==> config.mk <==
export PLATFORM = sky130hd
export DESIGN_NAME = rf_wb_arbiter
export DESIGN_NICKNAME = d
export VERILOG_FILES = /design/src/rtl/otter_pkg.sv /design/src/rtl/wb_fifo.sv /design/src/rtl/rf_wb_arbiter.sv
export SDC_FILE = /design/constraint.sdc
export NUM_CORES = 1
export LEC_CHECK = 0
export BUFFER_PORTS_ARGS = -buffer_cell sky130_fd_sc_hd__buf_2
export CORE_ASPECT_RATIO = 1.2
export CORE_UTILIZATION = 40
export CTS_CLUSTER_DIAMETER = 80
export DETAILED_ROUTE_END_ITERATION = 7
export SLEW_MARGIN = 20
export SYNTH_ARGS = -nofsm -noshare
export SYNTH_HDL_FRONTEND = slang
export SYNTH_SLANG_ARGS = --single-unit
==> constraint.sdc <==
create_clock -name CLK -period 4.4 [get_ports CLK]
set_clock_uncertainty 0.1 [all_clocks]
set_input_delay 0.66 -clock CLK [delete_from_list [all_inputs] [get_ports CLK]]
set_output_delay 0.66 -clock CLK [all_outputs]
set_load 0.05 [all_outputs]
==> src/rtl/otter_pkg.sv <==
// Shared OTTER register-file constants and the write-request record used by
// the writeback arbiter and its result FIFO.
package otter_pkg;
   localparam int XLEN       = 32;
   localparam int REG_ADDR_W = 5;

   typedef struct packed {
      logic [REG_ADDR_W-1:0] wa;
      logic [XLEN-1:0]       wd;
   } wb_req_t;
endpackage

==> src/rtl/wb_fifo.sv <==
// Small circular FIFO of register writes. Exposes per-entry valid bits and
// addresses so the parent can build a pending-register mask.
module wb_fifo
   import otter_pkg::*;
#(
   parameter int DEPTH = 4
) (
   input  logic                                  clk,
   input  logic                                  rst,
   input  logic                                  push,
   input  wb_req_t                               tail_req,
   input  logic                                  pop,
   output logic                                  full,
   output logic                                  empty,
   output wb_req_t                               head,
   output logic [DEPTH-1:0]                      ent_vld,
   output logic [DEPTH-1:0][REG_ADDR_W-1:0]      ent_wa
);
   localparam int AW = $clog2(DEPTH);
   localparam int CW = AW + 1;

   wb_req_t          mem [DEPTH];
   logic [AW-1:0]    rd_ptr, wr_ptr;
   logic [CW-1:0]    count;
   logic [DEPTH-1:0] vld;
   logic             push_ok, pop_ok;

   assign full    = (count == CW'(DEPTH));
   assign empty   = (count == '0);
   assign push_ok = push && !full;
   assign pop_ok  = pop && !empty;
   assign head    = mem[rd_ptr];
   assign ent_vld = vld;

   always_comb begin
      ent_wa = '0;
      for (int i = 0; i < DEPTH; i++) ent_wa[i] = mem[i].wa;
   end

   always_ff @(posedge clk) begin
      if (rst) begin
         rd_ptr <= '0;
         wr_ptr <= '0;
         count  <= '0;
         vld    <= '0;
      end else begin
         // Clear before set so a same-slot pop/push (only possible when full,
         // which push_ok excludes) can never lose the new entry.
         if (pop_ok) begin
            vld[rd_ptr] <= 1'b0;
            rd_ptr      <= rd_ptr + AW'(1);
         end
         if (push_ok) begin
            mem[wr_ptr] <= tail_req;
            vld[wr_ptr] <= 1'b1;
            wr_ptr      <= wr_ptr + AW'(1);
         end
         case ({push_ok, pop_ok})
            2'b10:   count <= count + CW'(1);
            2'b01:   count <= count - CW'(1);
            default: count <= count;
         endcase
      end
   end
endmodule

==> src/rtl/rf_wb_arbiter.sv <==
// Register-file write-port arbiter: pipeline writeback always wins, buffered
// multi-cycle results drain into idle slots in acceptance order.
module rf_wb_arbiter
   import otter_pkg::*;
#(
   parameter int DEPTH = 4
) (
   input  logic                  CLK,
   input  logic                  RST,
   input  logic                  WB_EN,
   input  logic [REG_ADDR_W-1:0] WB_WA,
   input  logic [XLEN-1:0]       WB_WD,
   input  logic                  MC_VALID,
   input  logic [REG_ADDR_W-1:0] MC_WA,
   input  logic [XLEN-1:0]       MC_WD,
   output logic                  MC_READY,
   output logic                  RF_EN,
   output logic [REG_ADDR_W-1:0] RF_WA,
   output logic [XLEN-1:0]       RF_WD,
   output logic [XLEN-1:0]       PEND_MASK
);
   logic                             full, empty, push, pop;
   wb_req_t                          head, tail_req;
   logic [DEPTH-1:0]                 ent_vld;
   logic [DEPTH-1:0][REG_ADDR_W-1:0] ent_wa;

   // READY comes from the registered fill level only, never from this cycle's pop.
   assign MC_READY = !RST && !full;
   assign push     = MC_VALID && MC_READY && (MC_WA != '0);
   assign pop      = !RST && !WB_EN && !empty;
   assign tail_req = '{wa: MC_WA, wd: MC_WD};

   wb_fifo #(.DEPTH(DEPTH)) u_fifo (
      .clk      (CLK),
      .rst      (RST),
      .push     (push),
      .tail_req (tail_req),
      .pop      (pop),
      .full     (full),
      .empty    (empty),
      .head     (head),
      .ent_vld  (ent_vld),
      .ent_wa   (ent_wa)
   );

   always_comb begin
      RF_EN = 1'b0;
      RF_WA = '0;
      RF_WD = '0;
      if (!RST) begin
         if (WB_EN) begin
            RF_EN = 1'b1;
            RF_WA = WB_WA;
            RF_WD = WB_WD;
         end else if (!empty) begin
            RF_EN = 1'b1;
            RF_WA = head.wa;
            RF_WD = head.wd;
         end
      end
   end

   always_comb begin
      PEND_MASK = '0;
      if (!RST)
         for (int i = 0; i < DEPTH; i++)
            if (ent_vld[i]) PEND_MASK[ent_wa[i]] = 1'b1;
      PEND_MASK[0] = 1'b0;
   end
endmodule

==> run_results.csv, run 1 <==
group,metric,value,unit
run_status,status,"complete, no violations",
detailed_routing,routed.top_layer,"met5",
power_and_ir_drop,power.leakage,3.23,nW
timing,rsz0062_at_grt,"false",
yosys,ys_types,48,
clock_network,post_cts_resized,0,
detailed_routing,routedWlPerCell,21.7,um
critical_path,arrival,2.53,ns
yosys,synth_most_common_cell,"edfxtp_1",
floorplan,dieWidth,127,um
clock_network,clock_sinks,161,
timing,worst_pin_slew,0.926,ns
timing,period_minus_slack,3.29,ns
grt,grt.overflow.total,0,
yosys,synth.largest_area_cell,"edfxtp_1",
critical_path,worst-setup-path-type,"input port to output port",
clock_network,clk_pin_slew_worst_paths,0.07,ns
critical_path,cp_cell_sequence,"buf_2 -> nor2_4 -> buf_4 -> a22o_1 -> buf_2",
timing,timing.final.crit_share,74.8,%
yosys,synth_edf_count,148,
clock_network,clock_latency,0.42,ns
placement,gp_congestion,0.954,
detailed_routing,wl_met2,10.1,mm
detailed_routing,wl_met1,8.08,mm
cells_and_area,drive_gt1_share,35.3,%
floorplan,dieArea,0.0194,sq mm
cells_and_area,antennaDiodeCount,0,
timing,fin_setup_tns,0,ns
placement,dp_hpwl,14.0,mm
critical_path,cpPeakStageDelay,0.75,ns
yosys,syn_area_per_cell,14.9,sq um
yosys,synth_warnings,0,
detailed_routing,drtAntennaViolNets,0,
yosys,synth_cells,507,
yosys,synth_top_area_share,58.8,%
yosys,synth_area,0.00756,sq mm
timing,fmax,304,MHz
yosys,synth-adder-area-share,1.76,%
placement,io_buffers,147,
floorplan,initial_core_util,41.3,%
detailed_routing,met3_length,1.31,mm
detailed_routing,wirelength,20.0,mm
clock_network,cts-buffers-inserted,17,
clock_network,cts_tree,"done",
yosys,synthFlopType,"edfxtp_1",
yosys,synthArstFlopShare,0,%
yosys,synth_area_leaders,"edfxtp_1, mux4_2, a22o_1",
grt,antenna_found_initial,1,
grt,grt_pass1_vias,5295,
clock_network,clock_path_buffers,2,
yosys,synth_compound_area_share,12.9,%
timing,setup_viol,0,
yosys,synthesis.nets,595,
critical_path,endpoint_kind,"output port",
yosys,synth_seq_area_share,62.3,%
critical_path,critPathSlowestCell,"nor2_4",
worst_hold_path,worstHoldPathType,"input port to flop",
grt,grt_pass1_wl,30.4,mm
power_and_ir_drop,peakVddDrop,0.275,mV
yosys,yosys.area_share.simple,8.28,%
grt,grt_max_degree,45,
yosys,synth-seq-cells,161,
detailed_routing,via_per_inst,5.75,
timing,maxSlewHeadroom,38.3,%
detailed_routing,dr.pass1.iters,6,
critical_path,worst-path-buf-inv,3,
cells_and_area,area_growth,21.1,%
floorplan,io_pins,149,
cells_and_area,final_core_util,50.0,%
critical_path,crit_path_start_kind,"input port",
placement,dp_slack,1.01,ns
critical_path,cp_max_fo,44,
critical_path,critPathTopFamily,"buffers and inverters",
power_and_ir_drop,p_per_area,412,mW/mm^2
floorplan,placementRows,54,
yosys,synthMuxAreaShare,11.4,%
yosys,synth_top_family_by_area,"compound AO/OA/AOI/OAI gates",
flow_run,maxCapViolations,0,
detailed_routing,via_count,5294,
floorplan,dieHeight,153,um
clock_network,root_buffer,"clkbuf_16",
clock_network,htree_levels,4,
grt,grt_usage,20.9,%
yosys,synthXorXnorAreaFrac,0.348,%
cells_and_area,fin_nets,743,
critical_path,cpMostUsedCell,"buf_2",
detailed_routing,drc,0,
floorplan,core_area,0.0183,sq mm
timing,hold_viol,0,
yosys,synth_common_cells,"edfxtp_1, nor2_1, a22o_1, mux4_2, a22oi_1",
critical_path,required,3.64,ns
timing,setup_ws,1.11,ns
timing,drv_slew,0,
clock_network,post-cts-setup-buffers,0,
clock_network,ctsHoldBuffers,0,
cells_and_area,fillCellCount,1588,
detailed_routing,dr.first_iter.drc_count,421,
[registers in the layout, indices dropped and copies added (netlist names), named ones only]
signal,count
u_fifo.mem,148
u_fifo.count,3
u_fifo.rd_ptr,2
u_fifo.ent_vld,4
u_fifo.wr_ptr,2
[area by class of cell]
class	instances	area (sq um)	area share (%)
sequential	161	4710	51.4
multi-input combinational	304	2630	28.8
timing repair buffer	160	846	9.24
clock buffer	17	425	4.65
tap	252	315	3.44
clock inverter	15	185	2.02
inverter	11	41.3	0.451
[power breakdown]
| group | internal [mW] | total (mW) | switching [mW] |
|---|---|---|---|
| logic | 0.190 | 0.511 | 0.322 |
| clock network | 0.820 | 1.49 | 0.671 |
| registers | 1.73 | 1.77 | 0.0406 |
| total | 2.74 | 3.77 | 1.03 |
[worst paths after layout]
check	slack, ns	to	from	cells past startpoint
hold reg to reg	0.42	u_fifo.ent_vld[3]	u_fifo.ent_vld[3]	1
hold / removal	0.34	u_fifo.mem[2][26]	MC_WD[26]	1
setup reg to reg	1.71	u_fifo.count[2]	u_fifo.count[2]	8
setup / recovery	1.11	RF_WD[6]	RST	5
[metal layers]
| layer | vias to the layer above | track usage, % |
|---|---|---|
| li1 | 2369 | - |
| met1 | 2634 | 26.3 |
| met2 | 253 | 35.6 |
| met3 | 36 | 4.04 |
| met4 | 2 | 7.99 |
| met5 | - | 0 |
[metrics by stage]
step           hold slack [ns]  area [sq um]  power, mW  std cells
5_1_grt                  0.332          9150       3.90        920
6_report                 0.343          9150       3.77        920
3_3_place_gp             0.400          8540       2.30        888
3_5_place_dp             0.408          8540       2.32        888
2_1_floorplan            0.370          7560       2.17        507
4_1_cts                  0.327          9150       3.81        920
[cells by family after synthesis]
group,after synthesis
buf+inv,42
fa+ha+maj,10
simple gates,122
mux,37
compound gates,131
other cells,1
xor+xnor,3
flops,161
[cells in the final DEF, fill, tap and decap left out, drive strengths merged]
master	instances
a31o	4
o31ai	1
or2	1
nand2b	16
clkinv	4
conb	1
fa	1
o32ai	4
nor2b	7
nor3b	2
o21ai	3
a211oi	2
nand4	3
a32oi	4
clkbuf	17
nand4b	6
nand3	2
o22ai	9
mux4	37
nor2	46
a22oi	29
bufinv	1
buf	160
edfxtp	148
xor2	2
a21oi	27
and2	4
or3	1
nand2	17
inv	21
ha	9
and3	4
a22o	37
a221oi	11
xnor2	1
dfxtp	13
nor3	13
[worst reg2reg max path: cells and delay by family (launching register included)]
kind                     cells  cell delay [ns]
buffers and inverters        1             0.07
adder cells (fa/ha/maj)      2             0.70
XOR/XNOR                     1             0.18
flip-flops                   1             0.42
AND/OR/NAND/NOR              3             1.01
AO/OA/AOI/OAI                1             0.14
Note: power is estimated with default switching activity, not from simulation.
==> inputs of run 2 (changes only) <==
Settings changed: ABC_AREA from default to 1.
Clock period 4.4 ns to 2.95 ns, I/O delays scaled along.
==> run_results.csv, run 2 <==
group,metric,value,unit
clock_network,htree_levels,4,
cells_and_area,multi_input_area,0.00310,sq mm
cells_and_area,final_cell_mix,"nand2_1, nand3_1, edfxtp_1, buf_2, nor2_1",
timing,setup_ws,0.193,ns
yosys,synth.largest_area_cell,"edfxtp_1",
yosys,synth_area_leaders,"edfxtp_1, nand2_1, nand3_1",
floorplan,dieHeight,159,um
floorplan,io_pins,149,
cells_and_area,fillCellCount,1946,
detailed_routing,wirelength,21.3,mm
clock_network,root_buffer,"clkbuf_16",
critical_path,endpoint_kind,"output port",
grt,met1_usage,25.4,%
grt,grt_usage,20.6,%
floorplan,dieWidth,133,um
critical_path,crit_path_start_kind,"flop",
floorplan,dieArea,0.0212,sq mm
critical_path,worst-setup-path-type,"flop to output port",
yosys,synth_top_area_share,53.9,%
placement,dp.cells,1315,
cells_and_area,final_core_util,48.4,%
detailed_routing,routedWlPerCell,15.8,um
yosys,synth_seq_area_share,57.1,%
flow_run,maxCapViolations,0,
detailed_routing,drtAntennaViolNets,0,
yosys,syn_area_per_cell,8.85,sq um
grt,grt_pass1_vias,6243,
yosys,synth-seq-cells,161,
timing,worst_pin_slew,0.830,ns
yosys,synthArstFlopShare,0,%
floorplan,initial_core_util,40.7,%
placement,dp_hpwl,14.2,mm
clock_network,cts_tree,"done",
worst_hold_path,worstHoldPathType,"input port to flop",
cells_and_area,layout_commonest_cell,"nand2_1",
cells_and_area,layout.cells.non_filler,1349,
yosys,synthFlopType,"edfxtp_1",
grt,use_met2,36.3,%
clock_network,cts-buffers-inserted,17,
clock_network,clock_sinks,161,
grt,grt.overflow.total,0,
yosys,ys_types,30,
floorplan,core_area,0.0203,sq mm
timing,maxSlewHeadroom,44.6,%
cells_and_area,top_register,"u_fifo.mem",
critical_path,arrival,2.21,ns
cells_and_area,largest_register_ffs,148,
run_status,status,"finished, violations left",
run_status,violations,"DRC",
yosys,synth_edf_count,148,
detailed_routing,dr.first_iter.drc_count,435,
yosys,synth_cells,931,
yosys,synth_common_cells,"nand2_1, nand3_1, edfxtp_1, nor2_1, inv_1",
yosys,synth_most_common_cell,"nand2_1",
placement,dpl_cell_area,0.00924,sq mm
timing,setup_viol,0,
power_and_ir_drop,peakVddDrop,0.370,mV
placement,io_buffers,147,
yosys,synth_area,0.00824,sq mm
timing,drv_slew,0,
detailed_routing,via_per_inst,5.04,
timing,worst_hold_slack,0.141,ns
timing,rsz0062_at_grt,"false",
clock_network,clock_latency,0.42,ns
yosys,synth_warnings,0,
timing,timing.final.crit_share,93.5,%
worst_hold_path,hold_path_depth,1,
clock_network,clk_pin_slew_worst_paths,0.07,ns
timing,hold_viol,0,
grt,use_met3,3.63,%
critical_path,required,2.41,ns
cells_and_area,fin_area,0.00980,sq mm
critical_path,r2r_cells,12,
cells_and_area,area_growth,18.9,%
clock_network,ctsHoldBuffers,0,
detailed_routing,dr.pass1.iters,8,
power_and_ir_drop,p_per_area,567,mW/mm^2
grt,grt-busiest-layer,"met2",
timing,period_minus_slack,2.76,ns
grt,antenna_found_initial,2,
cells_and_area,drive_gt1_share,23.1,%
power_and_ir_drop,power.total,5.55,mW
clock_network,clock_path_buffers,2,
placement,gp_congestion,0.924,
timing,fin_setup_tns,0,ns
clock_network,post_cts_resized,0,
placement,dp_slack,0.447,ns
critical_path,cp_max_fo,15,
timing,fmax,363,MHz
power_and_ir_drop,power.leakage,4.28,nW
detailed_routing,drc,2,
grt,grt_pass1_wl,33.5,mm
yosys,synthesis.nets,1019,
grt,grt_max_degree,84,
floorplan,placementRows,57,
cells_and_area,regArea,0.00471,sq mm
clock_network,post-cts-setup-buffers,0,
detailed_routing,via_count,6795,
cells_and_area,fin_nets,1157,
[run 2: where the power goes]
part | switching (mW) | internal, mW | total [mW]
sequential | 0.0361 | 2.56 | 2.60
clock | 0.897 | 1.17 | 2.07
combinational | 0.655 | 0.233 | 0.888
total | 1.59 | 3.97 | 5.55
[run 2: worst max-delay path, cell delays in order (launching register included)]
cell and delay (ns):
dfxtp_1 0.39, inv_2 0.08, nand2_4 0.10, nand2_4 0.07
nor2_2 0.36, buf_4 0.31, nand3_1 0.15, nand2_1 0.08
buf_2 0.25
[run 2: layout make-up]
class	instances	area share [%]
Timing Repair Buffer	162	9.04
Sequential cell	161	48.0
Tap cell	265	3.38
Antenna cell	2	0.0511
Inverter	58	2.22
Multi-Input combinational cell	669	31.6
Clock buffer	17	4.34
Clock inverter	15	1.34
[run 2: cells by family (layout without fill, tap and decap cells)]
logic type	count (synthesis)	in the layout	share of synthesized area, %
fa+ha+maj	10	10	1.61
buf+inv	101	252	5.31
simple gates	612	612	33.0
compound gates	46	46	2.90
other cells	1	3	0.0455
flops	161	161	57.1
[run 2: worst paths after layout]
path | end | slack, ns | startpoint
max | RF_WD[31] | 0.19 | u_fifo.count[2]
min | u_fifo.mem[2][19] | 0.14 | MC_WD[19]
max reg2reg | u_fifo.count[2] | 0.62 | u_fifo.count[2]
min reg2reg | u_fifo.ent_vld[1] | 0.41 | u_fifo.ent_vld[1]
[run 2: per-layer routing]
layer  vias up  part of all wire, %  wire length (um)
met1      3128                   42              8880
met5         -                    0                 0
met4         0                  1.6               331
li1       3402                    -                 -
met3        21                  5.8              1240
met2       244                   51             10800
==> inputs of run 3 (changes only) <==
Settings changed: CORE_ASPECT_RATIO 1.2 to 0.75, SLEW_MARGIN 20 to 30.
==> run_results.csv, run 3 (synthesis gave the netlist of run 2 again) <==
group,metric,value,unit
grt,grt_pass1_wl,33.5,mm
critical_path,critPathSlowestCell,"nor2_1",
critical_path,worst-setup-path-type,"flop to output port",
placement,gp_congestion,0.913,
critical_path,required,2.41,ns
floorplan,dieArea,0.0212,sq mm
cells_and_area,area_growth,19.7,%
power_and_ir_drop,power.leakage,4.31,nW
cells_and_area,fin_nets,1162,
detailed_routing,via_per_inst,5.07,
critical_path,cp_max_fo,8,
power_and_ir_drop,peakVddDrop,0.422,mV
detailed_routing,drtAntennaViolNets,0,
floorplan,io_pins,149,
clock_network,htree_levels,4,
timing,maxSlewHeadroom,52.7,%
timing,worst_pin_slew,0.706,ns
clock_network,post-cts-setup-buffers,0,
placement,io_buffers,147,
detailed_routing,routedWlPerCell,16.2,um
floorplan,dieWidth,168,um
run_status,status,"finished, violations left",
timing,rsz0062_at_grt,"false",
grt,grt-busiest-layer,"met1",
detailed_routing,via_count,6827,
timing,fmax,363,MHz
timing,fin_setup_tns,0,ns
clock_network,post_cts_resized,0,
clock_network,root_buffer,"clkbuf_16",
clock_network,clock_path_buffers,2,
grt,met1_usage,31.0,%
floorplan,initial_core_util,40.8,%
cells_and_area,final_cell_mix,"nand2_1, nand3_1, edfxtp_1, buf_2, nor2_1",
timing,setup_viol,0,
timing,timing.final.crit_share,93.5,%
critical_path,crit_path_start_kind,"flop",
grt,grt_usage,21.0,%
critical_path,critPathTopFamily,"simple AND/OR/NAND/NOR gates",
timing,period_minus_slack,2.76,ns
power_and_ir_drop,p_per_area,560,mW/mm^2
grt,grt_max_degree,65,
critical_path,worst-path-buf-inv,1,
grt,antenna_found_initial,2,
clock_network,cts_tree,"done",
timing,drv_slew,0,
worst_hold_path,worstHoldPathType,"input port to flop",
grt,use_met3,5.46,%
critical_path,arrival,2.21,ns
critical_path,endpoint_kind,"output port",
detailed_routing,dr.first_iter.drc_count,580,
cells_and_area,final_core_util,48.8,%
run_status,violations,"DRC",
clock_network,clock_sinks,161,
floorplan,core_area,0.0202,sq mm
critical_path,cp_cell_sequence,"nand2_1 -> nor2_1 -> a21oi_1 -> a21oi_1 -> buf_2",
critical_path,cpPeakStageDelay,0.55,ns
clock_network,clk_pin_slew_worst_paths,0.06,ns
grt,grt.overflow.total,0,
placement,dp_hpwl,14.7,mm
floorplan,dieHeight,126,um
cells_and_area,top_register,"u_fifo.mem",
floorplan,placementRows,45,
grt,grt_pass1_vias,6011,
clock_network,ctsHoldBuffers,0,
grt,use_met2,30.9,%
flow_run,maxCapViolations,0,
cells_and_area,layout_commonest_cell,"nand2_1",
detailed_routing,wirelength,21.8,mm
critical_path,cpMostUsedCell,"a21oi_1",
cells_and_area,drive_gt1_share,23.5,%
clock_network,clock_latency,0.42,ns
cells_and_area,largest_register_ffs,148,
detailed_routing,drc,4,
clock_network,cts-buffers-inserted,17,
detailed_routing,dr.pass1.iters,8,
timing,hold_viol,0,
## run 3: changes by cell type in the layout (fill, tap and decap cells not counted), moves of 2 or more
cell and delta:
clkinv_1 -2, clkbuf_1 +2, buf_12 +3, inv_6 -3
clkinv_4 +2, buf_4 +2, clkbuf_8 +3
## run 3: cell type report
class | count | area (sq um)
fillers | 1934 | 10300
multi-input cells | 669 | 3100
repair buffers | 167 | 961
flip-flops and latches | 161 | 4710
clock inverters | 10 | 77.6
clock buffers | 22 | 474
inverters | 58 | 218
well taps | 258 | 323
diodes | 2 | 5.00
## run 3: where the power goes
part	switching (mW)	total [mW]	internal, mW
clock	0.865	2.02	1.15
sequential	0.0485	2.61	2.57
combinational	0.655	0.900	0.245
total	1.57	5.53	3.96
## run 3: metrics by stage
stage          total power, mW  instance area (sq um)  hold WS [ns]  std cells  setup slack (ns)
3_5_place_dp              3.57                   9310         0.392       1313             0.597
6_report                  5.53                   9870         0.133       1347             0.193
3_3_place_gp              3.56                   9310         0.390       1313             0.629
5_1_grt                   5.75                   9860         0.119       1345             0.112
4_1_cts                   5.57                   9860         0.113       1345             0.249
2_1_floorplan             3.27                   8240         0.370        931             0.463
## run 3: final timing paths
check	from	endpoint	slack [ns]	depth (start not counted)
min	MC_WD[3]	u_fifo.mem[3][3]	0.13	1
max	u_fifo.ent_vld[2]	PEND_MASK[23]	0.19	5
max reg2reg	u_fifo.count[2]	u_fifo.count[2]	0.78	12
min reg2reg	u_fifo.ent_vld[1]	u_fifo.ent_vld[1]	0.40	2
## run 3: routing by layer
layer / up-vias / wire length, um / part of all wire, %
met5: - / 13 / 0.060
met4: 2 / 88 / 0.40
met3: 11 / 1700 / 7.8
met2: 258 / 9430 / 43
met1: 3134 / 10600 / 49
li1: 3422 / - / -
